### src/rtl/adc_frame_unpacker.sv
// Purpose: unpacks 4x64-bit ADC frames into 8 tagged, sign-extended 32-bit samples
//          held in a first-word-fall-through FIFO.
// Latency: the frame is latched at the end of the marker cycle t. Channel 0 is visible at t+2,
//          and one channel is written per cycle after that.
// Backpressure: SAMPLE_VALID/SAMPLE_READY on the output. A frame is admitted only when 8 entries
//          are free; otherwise the whole frame is dropped, counted and flagged.
// Ports: MCLK/RST (async, active-high); DATA_READY + DATA[3:0][63:0] from capture;
//        SAMPLE_VALID/SAMPLE_READY + SAMPLE/CHANNEL/FRAME_START to the DSP chain;
//        ERR_CLR clears the sticky OVERRUN/STATUS_ERR and the saturating DROP_COUNT.
module adc_frame_unpacker #(
    parameter int FIFO_DEPTH = 16   // power of two, >= 8
) (
    input  logic             MCLK,
    input  logic             RST,
    input  logic             DATA_READY,
    input  logic [3:0][63:0] DATA,
    input  logic             SAMPLE_READY,
    input  logic             ERR_CLR,
    output logic             SAMPLE_VALID,
    output logic [31:0]      SAMPLE,
    output logic [2:0]       CHANNEL,
    output logic             FRAME_START,
    output logic             OVERRUN,
    output logic             STATUS_ERR,
    output logic [7:0]       DROP_COUNT
);

    localparam int AW = $clog2(FIFO_DEPTH);
    localparam int CW = AW + 1;

    typedef enum logic {IDLE, PUSH} state_t;

    state_t           state;
    logic [2:0]       idx;
    logic             drdy_q;
    logic [3:0][63:0] frame_q;

    logic [35:0]      mem [FIFO_DEPTH];
    logic [AW-1:0]    wr_ptr;
    logic [AW-1:0]    rd_ptr;
    logic [CW-1:0]    count;

    logic             marker;
    logic             free_ok;
    logic             drop;
    logic             push;
    logic             pop;
    logic [63:0]      lane_w;
    logic [31:0]      slot;
    logic [35:0]      push_dat;

    // A frame marker is the falling edge of DATA_READY.
    assign marker  = drdy_q & ~DATA_READY;
    // Uses the count from before this cycle's update, so a same-cycle pop does not help admission.
    assign free_ok = (CW'(FIFO_DEPTH) - count) >= CW'(8);
    // A marker seen while a frame is still being pushed cannot be latched and is dropped.
    assign drop    = marker & ((state == PUSH) | ~free_ok);

    assign push    = (state == PUSH);
    assign pop     = SAMPLE_VALID & SAMPLE_READY;

    // Even channels come from the upper half of a lane word and odd channels from the lower half.
    assign lane_w   = frame_q[idx[2:1]];
    assign slot     = idx[0] ? lane_w[31:0] : lane_w[63:32];
    assign push_dat = {(idx == 3'd0), idx, {{8{slot[31]}}, slot[31:8]}};

    assign SAMPLE_VALID = (count != '0);
    assign {FRAME_START, CHANNEL, SAMPLE} = mem[rd_ptr];

    // Frame FSM and sticky error flags
    always_ff @(posedge MCLK or posedge RST) begin
        if (RST) begin
            state      <= IDLE;
            idx        <= 3'd0;
            drdy_q     <= 1'b0;
            frame_q    <= '0;
            OVERRUN    <= 1'b0;
            STATUS_ERR <= 1'b0;
            DROP_COUNT <= 8'd0;
        end else begin
            drdy_q <= DATA_READY;
            case (state)
                IDLE: begin
                    if (marker && free_ok) begin
                        frame_q <= DATA;
                        idx     <= 3'd0;
                        state   <= PUSH;
                    end
                end
                PUSH: begin
                    idx <= idx + 3'd1;
                    if (idx == 3'd7) begin
                        state <= IDLE;
                    end
                end
                default: state <= IDLE;
            endcase

            // A clear wins over any set that happens in the same cycle.
            if (ERR_CLR) begin
                OVERRUN    <= 1'b0;
                STATUS_ERR <= 1'b0;
                DROP_COUNT <= 8'd0;
            end else begin
                if (drop) begin
                    OVERRUN <= 1'b1;
                    if (DROP_COUNT != 8'hFF) begin
                        DROP_COUNT <= DROP_COUNT + 8'd1;
                    end
                end
                if (push && (slot[7:0] != 8'd0)) begin
                    STATUS_ERR <= 1'b1;
                end
            end
        end
    end

    // The FIFO never overflows because a frame is admitted only when 8 entries are free.
    // The storage is reset so that the head entry, and therefore the outputs, read 0 after reset.
    always_ff @(posedge MCLK or posedge RST) begin
        if (RST) begin
            wr_ptr <= '0;
            rd_ptr <= '0;
            count  <= '0;
            for (int i = 0; i < FIFO_DEPTH; i++) begin
                mem[i] <= '0;
            end
        end else begin
            if (push) begin
                mem[wr_ptr] <= push_dat;
                wr_ptr      <= wr_ptr + AW'(1);
            end
            if (pop) begin
                rd_ptr <= rd_ptr + AW'(1);
            end
            case ({push, pop})
                2'b10:   count <= count + CW'(1);
                2'b01:   count <= count - CW'(1);
                default: count <= count;
            endcase
        end
    end

endmodule
### config.mk
export PLATFORM = sky130hd
export DESIGN_NAME = adc_frame_unpacker
export DESIGN_NICKNAME = d
export VERILOG_FILES = /design/src/rtl/adc_frame_unpacker.sv
export SDC_FILE = /design/constraint.sdc
export NUM_CORES = 1
export LEC_CHECK = 0
export ABC_AREA = 0
export CORE_ASPECT_RATIO = 0.9
export CORE_MARGIN = 2
export CORE_UTILIZATION = 52
export CTS_CLUSTER_SIZE = 28
export DETAILED_ROUTE_END_ITERATION = 10
export PLACE_DENSITY = 0.8
export SYNTH_ARGS = -nofsm -noshare
export SYNTH_HDL_FRONTEND = slang
export SYNTH_SLANG_ARGS = --single-unit
### constraint.sdc
create_clock -name MCLK -period 27.8 [get_ports MCLK]
set_clock_uncertainty 0.1 [all_clocks]
set_input_delay 8.34 -clock MCLK [delete_from_list [all_inputs] [get_ports MCLK]]
set_output_delay 8.34 -clock MCLK [all_outputs]
set_load 0.005 [all_outputs]
**After elaboration in Yosys (flattened, before gate mapping)**

Index checks and enable logic that the tools add are counted.

- Add/subtract/negate cells: 7
- Magnitude comparators: 5
- Equal/unequal tests: 5
- Mux-type cells: 22
- Bitwise logic cells: 9
- Reduce and logical (&&, ||, !) cells: 12

Operators by type and width:

| cell | number |
|---|---|
| $bwmux 576 | 1 |
| $bmux 36 s4 | 1 |
| $demux 36 s4 | 1 |
| $bmux 64 s2 | 1 |
| $mux 36 | 3 |
| $mux 64 | 1 |
| $mux 32 | 1 |
| $mux 8 | 3 |
| $ge 5x5->1 const B | 2 |
| $not 4->5 | 2 |
| $pmux 5 s2 | 1 |
| $add 4x1->4 const B | 2 |
| $add 8x1->8 const B | 1 |
| $ne 8x8->1 const B | 1 |
| $reduce_bool 2->1 | 4 |
| $reduce_bool 8->1 | 1 |
| $mux 1 | 6 |
| $pmux 3 s2 | 1 |
| $add 5x1->5 const B | 1 |
| $ge 5x4->1 const B | 1 |
| $lt 5x1->1 const B | 1 |
| $reduce_bool 5->1 | 1 |
| $sub 5x1->5 const B | 1 |
| $sub 5x5->5 const A | 1 |
| 14 further kinds | 21 |

- Bits in registers: 860
- Bits of input ports: 261
- Output and inout port bits: 47
- Logic and storage cells: 89

**Logic depth before layout (Yosys ltp)**

- Word-level depth: 7
- Mapped depth: 13
- Mapped depth without buffers: 10

**Worst setup path after synthesis**

OpenSTA, ideal clock, no wires.

- Path type: register -> output
- From: register rd_ptr[1]
- To: output port SAMPLE[24]
- Arrival: 2.100 ns
- Path slack: 17.260 ns
- Cell stages (with the launch flop): 7
- Buffers on the path: 4
- Path through: dfrtp_1 buf_2 buf_2 clkbuf_1 mux4_2 mux4_2 buf_4

- Longest elaborated chain between the ends: 4

Ends and longest elaborated chain:

| item | line | RTL |
|---|---|---|
| start: declaration | 40 | `logic [AW-1:0] rd_ptr;` |
| start signal: assignment | 134 | `rd_ptr <= rd_ptr + AW'(1);` |
| $not 4->5 (implied by the code) | 68 | `assign {FRAME_START, CHANNEL, SAMPLE} = mem[rd_ptr];` |
| $bmux 36 s4 | 68 |  |
| $mux 36 (implied by the code) (2 in series) | 68 |  |
| end: declaration | 20 | `output logic [31:0] SAMPLE,` |

No other way between the ends. The select of a mux whose other input is x is not followed.

**Final worst setup path**

- From: register rd_ptr[0]
- To: output port SAMPLE[18]

The elaborated chain is that of the path after synthesis.

==> results.json <==
{
  "ant_nets": 0,
  "most-common-layout-cells": "dfrtp_1, nand2_1, o21ai_0, clkdlybuf4s50_1, mux2_4",
  "avgViaCountPerCell": 5.85,
  "floorplan.core_area_sq_um": 62800,
  "crit_buf_inv": 3,
  "clkSlewWorstSetupHoldPaths_ps": 60,
  "final_min_period_over_clock_period_pct": 47.2,
  "finalMaxSlewViolations": 0,
  "postSynthAreaPerCell_sq_um": 13.4,
  "worst_slew_pin_slew_ps": 1210,
  "static-leakage-power_nw": 17.5,
  "via_count": 21000,
  "cts-hold-fix-buffers": 0,
  "fmaxAchievable_mhz": 76.2,
  "yosys.area.top_type_share_pct": 55.3,
  "critical_path_source_type": "flop",
  "width_of_the_chip_microns": 270,
  "global_route_wire_length_before_repair_microns": 127000,
  "crit_path_leading_delay_family": "buffers and inverters",
  "layout_commonest_cell": "dfrtp_1",
  "grt_pass1_vias": 22600,
  "cell_accounting_for_the_most_synthesized_area": "dfrtp_1",
  "cts.htree.levels": 3,
  "drive_gt1_share_pct": 24.2,
  "initial_core_util_pct": 52.8,
  "die-area_sq_um": 65800,
  "yosys_warnings": 0,
  "timing.hold.worst.class": "reg2reg",
  "finalNetCount": 2949,
  "grtUsageTotal_pct": 24.8,
  "floorplan.rows": 87,
  "grt_ovf": 0,
  "cp_slowest_cell": "dfrtp_4",
  "drt-pass1-iter-count": 5,
  "async_flop_share_pct": 100,
  "place_hpwl_microns": 49600,
  "worstSkewPairLatency_ps": 620,
  "worstSetupPathType": "reg2out",
  "clock_sinks": 732,
  "status": "finished clean",
  "number_of_synthesized_flops_with_an_enable_pin": 0,
  "endpoint_kind": "output port",
  "synthDistinctLibCells": 55,
  "multi_input_comb_area_sq_um": 13700,
  "ctsResizeCount": 0,
  "cts_buffers": 75,
  "cts-root-buf": "clkbuf_16",
  "cellPowerDensity_nw_per_um2": 126,
  "synth.cell_area_sq_um": 33100,
  "routed_wl_microns": 79800,
  "cts_tree": "done",
  "timing.final.hold_violations": 0,
  "critPathMaxFanout": 41,
  "cp.arrival_ps": 4690,
  "worst_path_largest_cell_delay_ps": 900,
  "area.sequential_sq_um": 18300,
  "grt_start_max_net_pins": 186,
  "worst_ir_drop_vdd_mv": 0.0824,
  "detail_route.drc_violations": 0,
  "synth_cells": 2470,
  "worst-endpoint-required_ps": 19360,
  "initialDrtViolationCount": 1594,
  "fillers": 4494,
  "cts_setup_buffers": 0,
  "synth_area_leaders": "dfrtp_1, mux4_2, mux2_4, o21ai_0, nand2_1",
  "setup-violations-final": 0,
  "relSlewSlack_pct": 18.8,
  "drv_cap": 0,
  "placement.io_buffers": 307,
  "crit_chain": "buf_4 -> buf_4 -> mux4_2 -> mux4_2 -> clkdlybuf4s50_1",
  "placed_area_sq_um": 36400,
  "rsz_0062_raised_after_global_routing": "false",
  "post-route-cell-area_sq_um": 39000,
  "place.gp.congestion": 0.838,
  "clock_tree.buffer_depth": 3,
  "synth_seq_cells": 732,
  "floorplan.io_pins": 308,
  "postSynth.topFlopCell": "dfrtp_1",
  "routed_wire_length_per_instance_microns": 22.3,
  "sequential_cell_area_fraction_in_the_yosys_report_pct": 55.3,
  "setup_tns_ps": 0,
  "area_growth_pct": 17.8,
  "die-height_microns": 244,
  "finalCriticalPeriod_ps": 13130,
  "initial_antenna_violation_count": 6,
  "synthesis.nets": 2744
}
## routing by layer
metal	up-vias	track usage (%)	wire [microns]
li1	9211	-	-
met1	10900	32.6	32200
met2	739	40.5	38900
met3	150	6.81	6480
met4	2	7.55	2180
met5	-	0	11
## logic make-up (layout without fill, tap and decap cells)
kind of cell / Yosys count / in the layout / share of synthesized area [%]
buf+inv: 219 / 484 / 3.64
simple gates: 541 / 541 / 6.72
other cells: 0 / 4 / 0
flops: 732 / 732 / 55.3
xor+xnor: 12 / 12 / 0.317
fa+ha+maj: 13 / 13 / 0.491
compound gates: 469 / 469 / 7.29
mux: 484 / 484 / 26.3
## cell usage after synthesis, types with 3 or more instances
cell,number
mux2_2,43
clkbuf_2,24
o21ai_1,31
buf_2,23
or4_1,3
nand2b_1,3
or3_1,4
nand3_1,10
nor2_1,13
o31ai_1,3
and3b_1,5
clkbuf_1,105
mux4_1,3
dfrtp_1,732
ha_1,13
mux4_2,184
xor2_1,6
o21ai_0,406
nor3_1,6
buf_4,16
nor4_1,13
mux2i_4,24
buf_6,35
a21oi_1,12
nand2_1,460
and3_1,4
inv_1,7
buf_1,7
nor2b_1,4
xnor2_1,6
mux2_4,229
nand4_1,7
## power breakdown
group	internal (mW)	switching (mW)	leakage [nW]	total, mW
Combinational	1.04	0.950	7.04	1.99
Clock	0.627	0.424	1.26	1.05
Sequential	1.54	0.335	9.19	1.88
## area by class of cell
| class | count | area share, % |
|---|---|---|
| flip-flops and latches | 732 | 46.9 |
| multi-input cells | 1519 | 35.0 |
| repair buffers | 338 | 8.56 |
| clock buffers | 106 | 5.60 |
| well taps | 845 | 2.71 |
| clock inverters | 31 | 1.04 |
| inverters | 9 | 0.103 |
| diodes | 4 | 0.0256 |
## path summary, 6_finish.rpt
| kind | end | slack, ps | startpoint | depth (start not counted) |
|---|---|---|---|---|
| worst max-delay path | SAMPLE[18] | 14670 | rd_ptr[0] | 5 |
| worst min-delay path | mem[80] | 370 | mem[80] | 2 |
| worst max register to register | frame_q[98] | 23990 | push | 4 |
| worst min register to register | mem[80] | 370 | mem[80] | 2 |
| max in group asynchronous | mem[470] | 16000 | RST | 6 |
| min in group asynchronous | mem[125] | 8240 | RST | 3 |
## flip-flops by register name (all words and copies together) (netlist names)
name and cells:
mem 448, frame_q 256, drdy_q 1, OVERRUN 1, rd_ptr 4, DROP_COUNT 8
idx 3, STATUS_ERR 1, push 1, wr_ptr 4, count 5
## metrics by stage
step	instances	power [mW]	util, %	hold WS (ps)	setup slack (ps)
final	3584	4.92	62.2	375	14670
after global routing	3583	5.21	62.2	393	14330
after CTS	3580	4.94	62.2	379	14520
after detailed placement	3443	3.87	58.0	359	15180
after global placement	3443	3.75	58.0	356	15240
after floorplan	2470	3.28	-	340	9330
## worst min-delay path, delay by kind of cell (launching register included)
family	cells	cell delay (ps)
AO/OA/AOI/OAI	1	60
AND/OR/NAND/NOR	1	40
flip-flops	1	340
(Power assumes the default switching activity.)
